==> src/rtl/mantissa_select_pipe.sv <==
// mantissa_select_pipe
// Registered mantissa path select between the FP adder's mantissa adder and
// the normaliser. Chooses the wide left path or the zero-extended narrow
// right path and buffers the result behind a two-entry skid (M + S), so that
// in_ready depends only on registered state. Saturating per-path counters
// record how many accepted beats took each path.

module mantissa_select_pipe #(
    parameter int LEFT_W  = 56,
    parameter int RIGHT_W = 23,
    parameter int SEL_W   = 3,
    parameter int CNT_W   = 16
) (
    input  logic               i_clk,
    input  logic               i_rst,
    input  logic               i_in_valid,
    output logic               o_in_ready,
    input  logic [LEFT_W-1:0]  i_left_path,
    input  logic [RIGHT_W-1:0] i_right_path,
    input  logic [SEL_W-1:0]   i_adder_msbs,
    input  logic [1:0]         i_mode,
    input  logic               i_clear_counts,
    output logic               o_out_valid,
    input  logic               i_out_ready,
    output logic [LEFT_W-1:0]  o_mux_out,
    output logic               o_out_sel_left,
    output logic               o_out_zero,
    output logic [CNT_W-1:0]   o_left_count,
    output logic [CNT_W-1:0]   o_right_count
);

    localparam logic [1:0] MODE_AUTO  = 2'b00;
    localparam logic [1:0] MODE_LEFT  = 2'b01;
    localparam logic [1:0] MODE_RIGHT = 2'b10;
    localparam logic [1:0] MODE_LAST  = 2'b11;

    localparam logic [CNT_W-1:0] CNT_MAX = '1;

    // main output register
    logic [LEFT_W-1:0] r_m_data;
    logic              r_m_sel;
    logic              r_m_zero;
    logic              r_m_valid;

    // skid register, only filled while M is stalled
    logic [LEFT_W-1:0] r_s_data;
    logic              r_s_sel;
    logic              r_s_zero;
    logic              r_s_valid;

    logic              r_last_sel;
    logic [CNT_W-1:0]  r_left_count;
    logic [CNT_W-1:0]  r_right_count;

    logic              w_sel_left;
    logic [LEFT_W-1:0] w_data;
    logic              w_zero;
    logic              w_accept;
    logic              w_m_free;

    // Accepting only while S is empty guarantees there is always room for the
    // beat even if M stalls in the same cycle.
    assign o_in_ready = ~r_s_valid & ~i_rst;
    assign w_accept   = i_in_valid & o_in_ready;
    assign w_m_free   = ~r_m_valid | i_out_ready;

    // Path decision and selected data for the beat currently on the input.
    always_comb begin
        w_sel_left = r_last_sel;
        case (i_mode)
            MODE_AUTO:  w_sel_left = ~|i_adder_msbs;
            MODE_LEFT:  w_sel_left = 1'b1;
            MODE_RIGHT: w_sel_left = 1'b0;
            MODE_LAST:  w_sel_left = r_last_sel;
            default:    w_sel_left = r_last_sel;
        endcase
        w_data = w_sel_left ? i_left_path : LEFT_W'(i_right_path);
        w_zero = ~|w_data;
    end

    // M/S skid buffer: S drains into M first, otherwise new beats go to M
    // when it is free and to S when M is stalled.
    always_ff @(posedge i_clk) begin
        if (i_rst) begin
            r_m_data  <= '0;
            r_m_sel   <= 1'b0;
            r_m_zero  <= 1'b0;
            r_m_valid <= 1'b0;
            r_s_data  <= '0;
            r_s_sel   <= 1'b0;
            r_s_zero  <= 1'b0;
            r_s_valid <= 1'b0;
        end else if (r_s_valid) begin
            if (i_out_ready) begin
                r_m_data  <= r_s_data;
                r_m_sel   <= r_s_sel;
                r_m_zero  <= r_s_zero;
                r_m_valid <= 1'b1;
                r_s_valid <= 1'b0;
            end
        end else if (w_m_free) begin
            r_m_valid <= w_accept;
            if (w_accept) begin
                r_m_data <= w_data;
                r_m_sel  <= w_sel_left;
                r_m_zero <= w_zero;
            end
        end else if (w_accept) begin
            r_s_data  <= w_data;
            r_s_sel   <= w_sel_left;
            r_s_zero  <= w_zero;
            r_s_valid <= 1'b1;
        end
    end

    // Remember the last decision so mode 11 can reuse it.
    always_ff @(posedge i_clk) begin
        if (i_rst) begin
            r_last_sel <= 1'b1;
        end else if (w_accept) begin
            r_last_sel <= w_sel_left;
        end
    end

    // Saturating path statistics; clear takes priority over an increment.
    always_ff @(posedge i_clk) begin
        if (i_rst || i_clear_counts) begin
            r_left_count  <= '0;
            r_right_count <= '0;
        end else if (w_accept) begin
            if (w_sel_left) begin
                if (r_left_count != CNT_MAX) r_left_count <= r_left_count + 1'b1;
            end else begin
                if (r_right_count != CNT_MAX) r_right_count <= r_right_count + 1'b1;
            end
        end
    end

    assign o_out_valid    = r_m_valid;
    assign o_mux_out      = r_m_data;
    assign o_out_sel_left = r_m_sel;
    assign o_out_zero     = r_m_zero;
    assign o_left_count   = r_left_count;
    assign o_right_count  = r_right_count;

endmodule

==> config.mk <==
export PLATFORM = sky130hd
export DESIGN_NAME = mantissa_select_pipe
export DESIGN_NICKNAME = d
export VERILOG_FILES = /design/src/rtl/mantissa_select_pipe.sv
export SDC_FILE = /design/constraint.sdc
export NUM_CORES = 1
export LEC_CHECK = 0
export ABC_AREA = 1
export BUFFER_PORTS_ARGS = -buffer_cell sky130_fd_sc_hd__buf_2
export CAP_MARGIN = 20
export CORE_AREA = 10 10 119 132
export DETAILED_ROUTE_END_ITERATION = 12
export DIE_AREA = 0 0 129 142
export PLACE_DENSITY_LB_ADDON = 0.3
export SLEW_MARGIN = 20
export SYNTH_ARGS = -nofsm -noshare
export SYNTH_HDL_FRONTEND = slang
export SYNTH_SLANG_ARGS = --single-unit
==> constraint.sdc <==
create_clock -name i_clk -period 3.7 [get_ports i_clk]
set_input_delay 0.74 -clock i_clk [delete_from_list [all_inputs] [get_ports i_clk]]
set_output_delay 0.74 -clock i_clk [all_outputs]
set_load 0.005 [all_outputs]
# After elaboration in Yosys (flattened, before gate mapping)
# Index checks and enable logic that the tools add are counted.
# classes
eq_ne	6
reduce_logical	13
mux	21
n_addsub	2
bitwise	8
# op_table
operator	count
$mux W56	5
$reduce_or A56 Y1	1
$add A16 B1 Y16 const B	2
$ne A16 B16 Y1 const B	2
$mux W1	15
$reduce_and A3 Y1	4
$not A1 Y1	5
$eq A2 B2 Y1 const B	2
$pmux W1 S4	1
$reduce_bool A2 Y1	2
$reduce_or A3 Y1	1
$and A1 B1 Y1	2
$eq A2 B1 Y1 const B	1
$logic_not A1 Y1	2
$logic_not A2 Y1	1
$ne A2 B2 Y1 const B	1
$reduce_and A2 Y1	1
$logic_or A1 B1 Y1	1
$or A1 B1 Y1	1
# word_totals
ff_bits	151
in_bits	89

# Logic depth before layout (Yosys ltp)
# logic_depth
depth_word	9
depth_mapped	15
depth_no_buf	14

# Least setup slack after synthesis
# Ideal clock, no wire load.
# synth_path
path_kind	input -> register
from	input port i_adder_msbs[2]
to	register r_m_zero (netlist: o_out_zero)
setup_slack_ns	1.739
t_arrival_ns	1.891
stages	14
path_buffers	1
setup_time_ns	0.070
path_cell_list	nor2_1 nand2_2 nand2_4 buf_6 nand2_1 o21ai_1 nand2_1 nor2_1 nand2_1 nor2_1 nand3_1 nand2_1 nand2_1 a21oi_1
# synth_between
elab_chain_len	9
# synth_rtl
element	line	rtl
from (decl)	20	input logic [SEL_W-1:0] i_adder_msbs,
$reduce_or A3 Y1	71	MODE_AUTO: w_sel_left = ~|i_adder_msbs;
$logic_not A1 Y1	71	
$pmux W1 S4	70	case (i_mode)
$mux W56	77	w_data = w_sel_left ? i_left_path : LEFT_W'(i_right_path);
$reduce_or A56 Y1	78	w_zero = ~|w_data;
$logic_not A1 Y1	78	
$mux W1	103	if (w_accept) begin
$mux W1	101	end else if (w_m_free) begin
$mux W1	93	end else if (r_s_valid) begin
to (signal assigned)	97	r_m_zero <= r_s_zero;
to (signal assigned)	106	r_m_zero <= w_zero;
to (decl)	42	logic r_m_zero;
# Every way passes these cells. The select of a mux whose other input is x is not followed.
# A chain may end at the register's enable or synchronous reset.

# Final worst setup path
# Same ends and word-level chain as after synthesis.

==> metrics <==
maximum vdd drop 246.6 µV; Mapped Cells 979; CTS clock-pin slew for the worst setup and hold paths roughly 60 ps; Worst Hold Class flop to flop; sequential share of the synthesized area 0.4334; Final Hold Viols 0; cell taking the most area after synthesis dfxtp_1; Detailed Place HPWL 13.25 mm; CTS max path bufs 2; Yosys warnings 0; total power 3870 µW; Cell Area, Placed 7888 µm²; WS Path Type primary input to flop; post-route minimum period ~2300 ps; Fmax 433.2 MHz; Die Wd 129 µm; Synth Flop Type dfxtp_1; Crit. End Element flop; share of layout cells above drive strength 1 0.2214; antenna violations before repair 2; vias in the first global route 6793; status complete, no violations; max-slew violation count 0; vias 7079; crit-path most repeated cell nand2_1; Post-synth EDFFs 0; startpoint type of the worst setup path primary input; hold path depth 2; post_cts resized 0; Pleak between 0.004 and 0.005 µW; 1st-pass router iterations 5; antenna viol nets, final 0; Critical Path Fanout Max 67; input/output buffers 180; Skew-Pair Late Insertion Delay ~420 ps; global-route wire length before repair 32.81 mm; most common cell after layout, fill and taps aside buf_2; Detailed Route WL between 15 and 20 mm; Slowest-stage cell, CP nand2_4; slew of the pin with the lowest slew margin just under 1000 ps; CP Buf/Inv Count 1; synthesis-stage register bit count about 150; CTS sink count 151; max-cap viol count 0; Worst R2R Path Depth 9; Setup TNS 0 ps; Finished Cell Area ~8500 µm²; Power Density 454.7 nW/µm²; clk_skew 7.096 ps; Avg Inst Size Synth 7.125 µm²; most frequent cells in the layout buf_2 (180), a21oi_1 (174), dfxtp_1 (150), nand2_1 (142), o21ai_0 (121); Slew headroom 0.3539; Yosys cell types 36; Iteration-0 DRC Markers about 620; Die H 142 µm; final layout net count 1216; vias per inst 5.445; Post-Syn Nets 1070; share of the synthesized area in the top cell type 0.4334; Worst EP required 4050 ps; global route overflow 0; Post-synth ARST share 0; Initial Utilization 0.5369; top post-synthesis cells by area dfxtp_1 (43%), a21oi_1 (12%), o21ai_0 (8.7%); final setup violating endpoints 0; CTS Root Cell clkbuf_16; # IOs 181; H-tree levels 4; Area Overhead vs Synth 22.03%; Critical Path Max Stage Delay 510 ps; Cell Area, Synth 6975 µm²; detailed-route DRC error count 0; die area 18320 µm²; Fill cells 1174; largest net degree at the start of global routing 89; CORE AREA ~13000 µm²; crit path cell chain buf_2 -> nor2_1 -> nand2_2 -> nand2_4 -> nand2_1 -> nand2_1 -> nand2_1 -> nor2_1 -> nand2_1 -> nor2_1 -> nand3_1 -> nand2_1 -> nand2_1 -> a21oi_1; instance count on the critical path 14; CTS tree built; wire per inst 15.27 µm; Total Routing Usage GR 0.2145; RSZ-0062 raised after global routing false; row cnt 44; Tcrit/Tclk final 0.6240; WP data arrival 2650 ps; flop2flop setup slack 1390 ps; cts bufs inserted 17; Setup Buffers After CTS 0; Crit path max-delay family simple AND/OR/NAND/NOR gates; Post-CTS Hold Buffers 0; GPL Wtd Cong 0.8980
==> synth_stat cells (all sizes together) (2+ instances only) <==
cell / number
a21oi: 175
buf: 26
clkbuf: 40
dfxtp: 151
ha: 2
inv: 90
nand2: 147
nand3: 75
nand3b: 19
nand4: 3
nor2: 78
nor3: 12
nor3b: 2
nor4: 2
o211ai: 23
o21a: 2
o21ai: 124
o31ai: 3
==> power by group <==
part / internal (µW) / switching (µW)
Clock: 1060 / 679
Sequential: 1680 / 29.0
Combinational: 160 / 253
==> metrics by stage <==
| stage | setup slack [ps] | cells | utilization | hold slack, ps |
|---|---|---|---|---|
| floorplan | 1739 | 979 | - | 435.3 |
| global placement | 961.0 | 1266 | 0.6071 | 444.7 |
| detailed placement | 952.8 | 1266 | 0.6071 | 454.9 |
| CTS | 1371 | 1298 | 0.6534 | 464.6 |
| global route | 1078 | 1299 | 0.6550 | 496.1 |
| finish | 1391 | 1300 | 0.6551 | 455.7 |
==> sequential cells by signal, summed over array words and instances (netlist names) <==
name / flops
o_out_zero: 1
o_out_sel_left: 1
o_right_count: 16
r_s_valid: 1
r_s_sel: 1
o_mux_out: 56
r_s_zero: 1
o_out_valid: 1
r_last_sel: 1
o_left_count: 16
r_s_data: 56
==> routing by layer <==
| metal | part of all wire | GRT usage | routed length (µm) | vias to the layer above |
|---|---|---|---|---|
| li1 | - | - | - | 3603 |
| met3 | 0.081 | 0.07790 | 1618 | 21 |
| met2 | 0.47 | 0.3421 | 9282 | 233 |
| met4 | 0.012 | 0.06830 | 242 | 2 |
| met5 | 0.00065 | 0 | 13 | - |
| met1 | 0.44 | 0.2636 | 8701 | 3220 |
==> kinds of logic (layout without fill, tap and decap cells) <==
| logic type | count (synthesis) | after routing | synth area share |
|---|---|---|---|
| DFF | 151 | 151 | 0.4334 |
| buffers and inverters | 157 | 316 | 0.09255 |
| xor gates and xnor gates | 1 | 1 | 0.001256 |
| AOI/OAI and AO/OA | 329 | 329 | 0.2491 |
| adders and majority gates | 2 | 2 | 0.003587 |
| and+or+nand+nor | 339 | 339 | 0.2201 |
| other | 0 | 1 | 0 |
==> worst register-to-register path, delay by kind of cell (launching register included) <==
kind	cells	cell delay (ps)
AND/OR/NAND/NOR	3	270
flip-flops	1	730
buffers and inverters	3	780
AO/OA/AOI/OAI	3	460
==> area by class of cell <==
| class | count | area (µm²) | share of cell area |
|---|---|---|---|
| Multi-Input combinational cell | 671 | 3317 | 0.3897 |
| Inverter | 91 | 341.6 | 0.04013 |
| Clock inverter | 11 | 121.4 | 0.01426 |
| Timing Repair Buffer | 193 | 1023 | 0.1202 |
| Sequential cell | 151 | 3024 | 0.3553 |
| Antenna cell | 1 | 2.502 | 0.0002940 |
| Tap cell | 161 | 201.4 | 0.02367 |
| Clock buffer | 21 | 480.5 | 0.05645 |
==> worst paths after layout <==
check,start,endpoint
max,i_adder_msbs[2],o_out_zero$_SDFFE_PP0P_
min,o_right_count[4]$_SDFFE_PP0P_,o_right_count[4]$_SDFFE_PP0P_
max reg2reg,r_s_valid$_SDFF_PP0_,o_mux_out[8]$_SDFFE_PP0P_
min reg2reg,o_right_count[4]$_SDFFE_PP0P_,o_right_count[4]$_SDFFE_PP0P_
Note: power is estimated with default switching activity, not from simulation.
